==> src/rtl/exc_ctrl.sv <==
// Exception sequencer for the multi-cycle MIPS core: gates SYSCALL/BREAK/TEQ/ERET
// against CP0 Status, sequences the CP0 write strobes and redirects fetch.
//
// state       | meaning
// ------------+-----------------------------------------------------------
// IDLE        | accepting decoded instructions, no CP0 activity
// EXC_COMMIT  | trap entry: write Status/Cause/EPC, flush younger work
// ERET_COMMIT | exception return: write Status/Cause, flush younger work
// REDIRECT    | fetch loads redirect_addr (handler or EPC+4)
module exc_ctrl #(
  parameter logic [31:0] HANDLER_ADDR = 32'h00400004,
  parameter int          CNT_W        = 16
) (
  input  logic             clk,
  input  logic             rst,
  input  logic             valid,
  input  logic             is_syscall,
  input  logic             is_break,
  input  logic             is_teq,
  input  logic             teq_eq,
  input  logic             is_eret,
  input  logic [31:0]      pc_in,
  input  logic [31:0]      status,
  input  logic [31:0]      epc_in,
  output logic             exception,
  output logic             eret,
  output logic             wsta,
  output logic             wcau,
  output logic             wepc,
  output logic [31:0]      cause,
  output logic [31:0]      epc_wr,
  output logic             pc_redirect,
  output logic [31:0]      redirect_addr,
  output logic             flush,
  output logic             busy,
  output logic [CNT_W-1:0] exc_count
);

  typedef enum logic [1:0] {
    IDLE        = 2'd0,
    EXC_COMMIT  = 2'd1,
    ERET_COMMIT = 2'd2,
    REDIRECT    = 2'd3
  } state_t;

  state_t     state, state_nxt;
  logic       trig_sys, trig_brk, trig_teq, trig_eret, trig_trap;
  logic [4:0] exc_code;
  logic       unused_status;

  assign unused_status = ^status[31:4];

  // Priority is resolved among enabled triggers, so a disabled trap never
  // masks a lower-priority one that is allowed to fire.
  always_comb begin
    trig_sys  = valid & is_syscall & status[0] & status[1];
    trig_brk  = valid & is_break & status[0] & status[2];
    trig_teq  = valid & is_teq & teq_eq & status[0] & status[3];
    trig_eret = valid & is_eret;
    trig_trap = trig_sys | trig_brk | trig_teq;
    exc_code  = 5'd0;
    if (trig_sys)      exc_code = 5'd8;
    else if (trig_brk) exc_code = 5'd9;
    else if (trig_teq) exc_code = 5'd13;
  end

  always_comb begin
    state_nxt   = state;
    exception   = 1'b0;
    eret        = 1'b0;
    wsta        = 1'b0;
    wcau        = 1'b0;
    wepc        = 1'b0;
    pc_redirect = 1'b0;
    flush       = 1'b0;
    busy        = (state != IDLE);
    case (state)
      IDLE: begin
        if (trig_trap)      state_nxt = EXC_COMMIT;
        else if (trig_eret) state_nxt = ERET_COMMIT;
      end
      EXC_COMMIT: begin
        exception = 1'b1;
        wsta      = 1'b1;
        wcau      = 1'b1;
        wepc      = 1'b1;
        flush     = 1'b1;
        state_nxt = REDIRECT;
      end
      ERET_COMMIT: begin
        eret      = 1'b1;
        wsta      = 1'b1;
        wcau      = 1'b1;
        flush     = 1'b1;
        state_nxt = REDIRECT;
      end
      REDIRECT: begin
        pc_redirect = 1'b1;
        flush       = 1'b1;
        state_nxt   = IDLE;
      end
      default: state_nxt = IDLE;
    endcase
  end

  // The redirect target is captured at acceptance so REDIRECT is a pure
  // state decode; cause/epc_wr/redirect_addr then hold until the next accept.
  always_ff @(posedge clk) begin
    if (rst) begin
      state         <= IDLE;
      cause         <= '0;
      epc_wr        <= '0;
      redirect_addr <= '0;
      exc_count     <= '0;
    end else begin
      state <= state_nxt;
      if (state == IDLE) begin
        if (trig_trap) begin
          cause         <= {25'b0, exc_code, 2'b00};
          epc_wr        <= pc_in;
          redirect_addr <= HANDLER_ADDR;
          if (exc_count != '1) exc_count <= exc_count + CNT_W'(1);
        end else if (trig_eret) begin
          redirect_addr <= epc_in + 32'd4;
        end
      end
    end
  end

endmodule

==> config.mk <==
export PLATFORM = sky130hd
export DESIGN_NAME = exc_ctrl
export DESIGN_NICKNAME = d
export VERILOG_FILES = /design/src/rtl/exc_ctrl.sv
export SDC_FILE = /design/constraint.sdc
export NUM_CORES = 1
export LEC_CHECK = 0
export ABC_AREA = 1
export CAP_MARGIN = 20
export CORE_ASPECT_RATIO = 1.1
export CORE_UTILIZATION = 37
export CTS_BUF_LIST = sky130_fd_sc_hd__clkbuf_16
export DETAILED_ROUTE_END_ITERATION = 7
export PLACE_DENSITY_LB_ADDON = 0.15
export SLEW_MARGIN = 20
export SYNTH_ARGS = -nofsm -noshare
export SYNTH_HDL_FRONTEND = slang
export SYNTH_SLANG_ARGS = --single-unit
export TNS_END_PERCENT = 30
==> constraint.sdc <==
create_clock -name clk -period 1.4 [get_ports clk]
set_input_delay 0.28 -clock clk [delete_from_list [all_inputs] [get_ports clk]]
set_output_delay 0.28 -clock clk [all_outputs]
set_load 0.01 [all_outputs]
After elaboration in Yosys (flattened, before gate mapping)

Cells that the tools add are included.

$add $sub $neg: 2
Multipliers: 0
Div/mod/pow operators: 0
Order comparisons: 0
Equality and inequality tests: 5
Shift operators: 0
Multiplexer cells: 13
Bitwise operators: 13
Reduce and logical (&&, ||, !) cells: 8

Operators by type and width:

| operator                                       | number |
|---|---|
| 2-to-1 mux 32 bit                              | 2 |
| adder 32 x 3 -> 32 bit (second input constant) | 1 |
| adder 16 x 1 -> 16 bit (second input constant) | 1 |
| != test 16 bit (second input constant)         | 1 |
| 2-to-1 mux 4 bit                               | 3 |
| bitwise AND 1 bit                              | 11 |
| case mux 2 bit (3 select lines)                | 1 |
| 2-to-1 mux 1 bit                               | 5 |
| == test 2 bit (second input constant)          | 2 |
| 2-to-1 mux 2 bit                               | 2 |
| AND reduction 2 bit                            | 2 |
| nonzero test 2 bit                             | 2 |
| != test 3 bit (second input constant)          | 1 |
| AND reduction 3 bit                            | 1 |
| OR reduction 3 bit                             | 1 |
| == test 2 x 1 -> 1 bit (second input constant) | 1 |
| logical NOT 2 bit                              | 1 |
| OR 1 bit                                       | 2 |
| OR reduction 2 bit                             | 1 |

Register bits after elaboration: 87
Latch bits: 0
Memory bits (writable): 0
ROM bits: 0
Output and inout bits: 120
Logic and storage cells: 46
Memories kept: 0

Depth between registers and ports, before layout

Gate-level depths: netlist of the first run.

Word-level depth: 7
Depth in mapped cells: 11
Depth with buffers taken out: 10

Worst setup path before layout of the first run

Ideal clock, no wire load.

Kind: register to register
Start point: reg exc_count[1]
End point: reg exc_count[7]
Library setup time: 0.116 ns
Arrival: 1.486 ns
Setup slack: -0.202 ns
Stages on the path, launching flop included: 10
Clock period less this slack: 1.602 ns
Cells stage by stage: dfxtp_1 ha_1 inv_1 nor2_2 nand2_2 nor3_4 nor2_8 buf_6 a21oi_1 nor2_1

Word-level cells in the longest chain between the ends: 2
Elaborated cells between the ends (all ways): 3

Ends and longest elaborated chain:

| what                                                           | line | text |
|---|---|---|
| start, declared                                                | 36   | `output logic [CNT_W-1:0] exc_count` |
| start signal, assigned                                         | 122  | `if (exc_count != '1) exc_count <= exc_count + CNT_W'(1);` |
| branches (longest 2 deep; another with adder 16 x 1 -> 16 bit) | n/a  |  |

Several ways; the timed one is not identified.
A chain may end at the register's enable or synchronous reset.

Final worst setup path of the first run

Start point: reg exc_count[0]
End point: reg exc_count[4]

The elaborated chain is that of the path after synthesis.

==> results of run 1 <==
-- metal layers --
| layer | wire length, um | share of wire (%) |
|---|---|---|
| met1 | 6070 | 39 |
| met2 | 8420 | 54 |
| met3 | 784 | 5.0 |
| met4 | 369 | 2.4 |
| met5 | 0 | 0 |
-- worst max-delay path by stage --
stage	endpoint	slack, ns	cells past startpoint
floorplan	exc_count[7]	-0.06	9
global placement	redirect_addr[22]	-0.75	11
detailed placement	redirect_addr[14]	-0.77	9
CTS	redirect_addr[5]	-0.07	10
global route	redirect_addr[23]	-0.1	11
finish	exc_count[4]	-0.03	8
-- power groups by stage --
stage	clock [uW]	combinational [uW]	sequential [uW]
6_report	2450	1980	2710
4_1_cts	2530	1930	2710
3_3_place_gp	0	1820	2760
5_1_grt	2630	2150	2730
3_5_place_dp	0	1840	2760
2_1_floorplan	0	783	2840
-- state kept, by name, summed over array words and instances (netlist names) --
name / flops
redirect_addr: 32
epc_wr: 32
exc_count: 16
cause: 3
state: 2
-- synth_stat cells --
master / instances / share of area (%)
inv_2: 1 / 0.080
clkinv_1: 2 / 0.16
conb_1: 1 / 0.080
xor2_1: 5 / 0.94
and2_1: 1 / 0.13
nand2_2: 4 / 0.54
buf_4: 32 / 5.2
a21oi_2: 3 / 0.56
inv_1: 52 / 4.2
nand3b_4: 1 / 0.43
buf_2: 7 / 0.75
xnor2_1: 5 / 0.94
o21ai_1: 1 / 0.11
o21ai_0: 46 / 4.9
buf_6: 3 / 0.72
nand2_8: 2 / 0.86
o21bai_1: 5 / 0.81
clkbuf_2: 1 / 0.11
nand4_1: 5 / 0.67
nor2_2: 5 / 0.67
nor2_8: 1 / 0.43
nor3_1: 3 / 0.32
a31oi_1: 4 / 0.54
clkbuf_1: 11 / 0.89
or2_2: 2 / 0.27
nor2_4: 3 / 0.72
a21oi_1: 35 / 3.8
nand2_1: 173 / 14
o221a_2: 1 / 0.24
inv_4: 1 / 0.13
ha_1: 6 / 1.6
nor2_1: 161 / 13
dfxtp_1: 85 / 37
nand3_2: 1 / 0.21
nor3_4: 1 / 0.35
nand3_1: 40 / 4.3
-- logic make-up (layout without fill, tap and decap cells) --
| logic type | count (synthesis) | count (layout) | synth area share, % |
|---|---|---|---|
| fa+ha+maj | 6 | 6 | 1.61 |
| simple gates | 403 | 405 | 36.8 |
| flops | 85 | 85 | 36.5 |
| compound gates | 95 | 95 | 11.0 |
| buf+inv | 110 | 354 | 12.2 |
| other cells | 1 | 29 | 0.0804 |
| xor+xnor | 10 | 10 | 1.88 |
-- worst reg2reg max path, delay by kind of cell (launching register included) --
family | cells | cell delay [ns]
fa+ha+maj | 1 | 0.14
flops | 1 | 0.38
buf+inv | 1 | 0.05
simple gates | 5 | 0.60
compound gates | 1 | 0.16
-- area by class of cell --
cell class | count | area share, %
Timing Repair Buffer | 282 | 32.7
Tap cell | 154 | 2.45
Clock inverter | 7 | 1.02
Sequential cell | 85 | 21.9
Multi-Input combinational cell | 545 | 36.2
Inverter | 56 | 2.85
Clock buffer | 9 | 2.87
-- cells in the final DEF, fill, tap and decap left out, drive strengths merged --
master	instances
nand2	181
nor2	170
buf	124
dlygate4sd2	95
dfxtp	85
inv	59
clkdlybuf4s50	49
o21ai	47
nand3	41
a21oi	38
conb	29
clkbuf	9
dlymetal6s2s	7
clkdlybuf4s15	7
ha	6
xnor2	5
nand4	5
xor2	5
o21bai	5
a31oi	4
nor3	4
clkinv	3
or2	2
nand3b	1
o221a	1
and2	1
bufinv	1
-- stage by stage --
step / utilization, % / power (uW)
global placement: 58.5 / 4570
CTS: 63.1 / 7170
floorplan: - / 3630
finish: 64.7 / 7140
detailed placement: 58.5 / 4610
global route: 64.7 / 7500
-- timing repair --
action,CTS,global route
cloned,4,1
pin swaps,22,20
setup buffers,9,3
gates resized for setup,217,58
endpoints found under the setup margin,172,87
==> reports/qor.yml, run 1 <==
global_route:
  met2_usage_pct: 44.9
  grt_max_degree: 52
  grt_pass1_wl_um: 24200
  grt_pass1_vias: 5264
  top_usage_layer: "met2"
  grt_util_all_layers_pct: 23.6
  grt_util_met3_pct: 3.42
  grt_use_met1_pct: 25.9
  grt_overflow: 0
  antenna_found_initial: 0
min_path:
  hp-start: "redirect_addr[5]"
  min_to: "redirect_addr[5]"
  hold_path_depth: 2
  min_path_type: "reg2reg"
final_layout:
  drive_above_1_share_pct: 25.2
  fin_cells: 1138
  fin_area_mm2: 0.00786
  area_delta_synth_final_pct: 68.6
  regArea_mm2: 0.00172
  multi_input_area_mm2: 0.00284
  antenna_cells: 0
  nets: 1089
  nFillCells: 1114
pwr:
  p_int_uw: 5010
  clockPowerShare_pct: 34.3
  p_seq_share_pct: 37.9
  switching_share_pct: 29.9
  ir_drop_mv: 0.592
  power.share.combinational_pct: 27.8
  leakage_uw: 0.00382
  power.density_mw_per_mm2: 909
  switching_power_uw: 2140
setup_path:
  cp-end-kind: "register"
  timing.rr.end: "exc_count[4]"
  worstPathCellList: "ha_4 > inv_2 > nor2_4 > nand2_4 > nor3_4 > nor2_8 > a21oi_1 > nor2_1"
  startpoint_type: "register"
  worstPathRequired_ns: 1.63
  crit_start: "exc_count[0]"
  rrSetupSlack_ns: -0.03
  cp_data_arrival_time_ns: 1.67
  crit_slowest_cell: "dfxtp_4"
  cp_max_fo: 18
  r2r-start: "exc_count[0]"
  crit_family: "simple AND/OR/NAND/NOR gates"
  r2r_cells: 8
  cp_num_buf_inv: 1
  max_stage_delay_ns: 0.38
  worstSetupPathType: "reg2reg"
clock_tree:
  clock_tree.buffer_depth: 2
  cts_buffers: 9
  htree_levels: 3
  hold_buffers: 0
  cts.sinks: 85
  clk_latency_ns: 0.34
  cts-root-buf: "clkbuf_16"
  cts_tree: "yes"
  clkSlewWorstSetupHoldPaths_ns: 0.07
sta:
  fin_ws_ns: -0.0338
  period_share_pct: 102
  hold_viol: 0
  post-route-min-period_ns: 1.43
  timing.fmax_mhz: 697
  setup_viol: 10
  tns_ns: -0.101
  drv_slew: 0
  holdWs_ns: 0.465
  fin_worst_skew_ns: 0.00350
  rsz0062_at_grt: "true"
place:
  dp_worst_setup_slack_ns: -0.770
  gp_congestion: 0.904
  placedInstanceArea_mm2: 0.00710
  portBuffers: 166
  place_inst: 1106
  hpwl_um: 11400
die:
  core_area_mm2: 0.0121
  dieHeight_um: 120
  fp.dieW_um: 109
  fp-row-count: 42
  initial_core_util_pct: 38.4
  num_io_pins: 224
  dieArea_mm2: 0.0131
logic_synthesis:
  yosysUniqueCellTypes: 36
  syn_inst: 710
  synth_area_mm2: 0.00466
  syn_area_per_cell_um2: 6.57
  yosysSeqAreaShare_pct: 36.5
  synth-seq-cells: 85
  synth_warnings: 0
routing:
  drtAntennaViolNets: 0
  drc_errors: 0
  firstDrtPassIters: 5
  wire_per_inst_um: 13.7
  vias: 5436
  drt_wl_total_um: 15600
  via_per_inst: 4.78
  drt_iter0_markers: 240
run:
  cap_violations: 0
run_status:
  violations: "negative setup slack"
  status: "finished with violations"
Note: power is estimated with default switching activity, not from simulation.
==> run 2, diff against run 1 <==
CORE_ASPECT_RATIO = not set   (was 1.1)
SLEW_MARGIN = not set   (was 20)
==> run 2 against run 1 <==
The flow still finishes with violations (negative setup slack). Power increased by 1.7%. Sequential cell count unchanged. Routed wire length increased by 1.8%. Core utilization increased by 2.5 points. Sequential share of layout area decreased by 0.83 points. First-iteration DRC count increased by 21%. Count of clock-buffer cells in the layout unchanged. Hold slack got worse by 0.026 ns. Critical path type is now reg2out. Critical endpoint is now busy. Highest routed layer is now met5.
==> reports/qor.yml, run 2 (same netlist as run 1, synthesis figures left out) <==
final_layout:
  multi_input_area_mm2: 0.00299  # +5.4%
  top_regs: "epc_wr: 32 flops, redirect_addr: 32 flops, exc_count: 16 flops"
  fin_util_pct: 67.2  # +2.5 points
  fin_area_mm2: 0.00818  # +4.0%
  nets: 1092  # +0.28%
  layout_commonest_cell: "nand2_1"
  regArea_mm2: 0.00172  # about the same
  nFillCells: 1047  # -6.0%
  fin_cells: 1156  # +1.6%
  area_delta_synth_final_pct: 75.4
  final_cell_mix: "153 x nand2_1, 113 x nor2_1, 94 x dlygate4sd2_1"
  drive_above_1_share_pct: 28.7  # +3.5 points
clock_tree:
  cts-root-buf: "clkbuf_16"
  cts_tree: "yes"
  hold_buffers: 0  # unchanged
  htree_levels: 3  # unchanged
  clock_tree.buffer_depth: 2  # unchanged
  clk_latency_ns: 0.35  # about the same
  clkSlewWorstSetupHoldPaths_ns: 0.06  # about the same
  cts_buffers: 9  # unchanged
  cts.sinks: 85  # unchanged
place:
  gp_congestion: 0.905  # about the same
  place_inst: 1119  # +1.2%
  placedInstanceArea_mm2: 0.00717  # +1.0%
  dp_worst_setup_slack_ns: -0.693  # +0.0768 ns
  hpwl_um: 11000  # -2.9%
  portBuffers: 166  # unchanged
setup_path:
  cp_data_arrival_time_ns: 1.20  # -0.47 ns
  cp_num_buf_inv: 4  # +3
  crit_family: "buffers and inverters"
  worstPathRequired_ns: 1.12  # -0.51 ns
  critical_path_depth: 5  # -3
  startpoint_type: "register"
  r2r_cells: 9  # +1
  worstPathCellList: "inv_2 > ha_4 > buf_4 > inv_4 > buf_6"
  crit_slowest_cell: "dfxtp_2"
  worstSetupPathType: "reg2out"
  cp_max_fo: 3  # -15
  max_stage_delay_ns: 0.34  # -0.04 ns
  cp-end-kind: "output port"
pwr:
  leakage_uw: 0.00390  # +2.1%
  p_total_uw: 7260  # +1.7%
  ir_drop_mv: 0.511  # -14%
  power.density_mw_per_mm2: 888  # -2.3%
routing:
  vias: 5487  # +0.94%
  firstDrtPassIters: 5  # unchanged
  drt_iter0_markers: 290  # +21%
  drtAntennaViolNets: 0  # unchanged
  wire_per_inst_um: 13.8  # +0.19%
  drt_wl_total_um: 15900  # +1.8%
  drc_errors: 0  # unchanged
  via_per_inst: 4.75  # -0.63%
run_status:
  status: "finished with violations"
  violations: "negative setup slack"
sta:
  fin_ws_ns: -0.0771  # -0.0433 ns
  drv_slew: 0  # unchanged
  timing.fmax_mhz: 677  # -2.9%
  fin_worst_skew_ns: 0.00698  # +0.00348 ns
  setup_viol: 44  # +34
  post-route-min-period_ns: 1.48  # +0.0433 ns
  period_share_pct: 106  # +3.1 points
  hold_viol: 0  # unchanged
  rsz0062_at_grt: "true"
die:
  dieHeight_um: 114  # -4.6%
  core_area_mm2: 0.0122  # +0.19%
  num_io_pins: 224  # unchanged
  fp-row-count: 40  # -4.8%
  dieArea_mm2: 0.0131  # about the same
  initial_core_util_pct: 38.3  # -0.071 points
  fp.dieW_um: 114  # +4.8%
min_path:
  min_path_type: "in2reg"
  hold_path_depth: 4  # +2
global_route:
  grt_util_all_layers_pct: 23.4  # -0.25 points
  antenna_found_initial: 2  # +2
  grt_pass1_vias: 5134  # -2.5%
  grt_overflow: 0  # unchanged
  grt_max_degree: 36  # -31%
  grt_pass1_wl_um: 24200  # +0.37%
run:
  cap_violations: 0  # unchanged
run 2: changes by cell type in the layout (fill, tap and decap cells not counted), sizes merged:
| cell | change |
|---|---|
| buf | +2 |
| dlymetal6s2s | +4 |
| clkinv | +2 |
| nor2 | +1 |
| inv | -3 |
| clkdlybuf4s15 | +1 |
| dlygate4sd2 | -1 |
| clkinvlp | +1 |
| clkbuf | +2 |
| nand2 | -2 |
| clkdlybuf4s50 | -4 |
| diode | +1 |
run 2: power breakdown:
| group | total [uW] | switching (uW) | leakage, uW | internal (uW) |
|---|---|---|---|---|
| Clock | 2400 | 1030 | 0.000142 | 1370 |
| Sequential | 2720 | 109 | 0.000700 | 2610 |
| Combinational | 2150 | 1060 | 0.00306 | 1080 |
| Total | 7260 | 2190 | 0.00390 | 5070 |
run 2: final cells by class:
cell class	count	area share, %
antenna	1	0.0306
clock buffer	9	2.75
clock inverter	7	0.811
inverter	56	2.83
multi-input combinational	544	36.6
sequential	85	21.1
tap	168	2.57
timing repair buffer	286	33.3
run 2: tightest hold or removal path, delay by kind of cell:
kind	cells	cell delay, ns
AOI/OAI and AO/OA	1	0.10
buffers and inverters	1	0.15
and+or+nand+nor	2	0.22
run 2: routing by layer:
layer  global-route usage [%]  share of wire [%]
met5                        0               0.10
met4                     8.14                1.8
met3                     4.98                7.0
met2                     41.8                 49
met1                     27.6                 42
run 2: repair_timing:
action / CTS / global route
pin swaps: 23 / 33
gates resized for setup: 210 / 142
cloned: 5 / 3
endpoints found under the setup margin: 171 / 95
buffers inserted: 11 / 7
run 2: worst paths after layout:
kind / from / slack, ns / to
worst max-delay path: state[0] / -0.08 / busy
worst min-delay path: epc_in[6] / 0.44 / redirect_addr[6]
worst max register to register: exc_count[0] / -0.06 / exc_count[6]
worst min register to register: cause[2] / 0.46 / cause[2]
run 2: through the flow:
| step | hold slack (ns) | TNS, ns |
|---|---|---|
| 5_1_grt | 0.456 | -5.24 |
| 4_1_cts | 0.460 | -1.20 |
| 2_1_floorplan | 0.423 | -0.588 |
| 3_5_place_dp | 0.453 | -37.97 |
| 3_3_place_gp | 0.454 | -36.26 |
| 6_report | 0.439 | -1.04 |
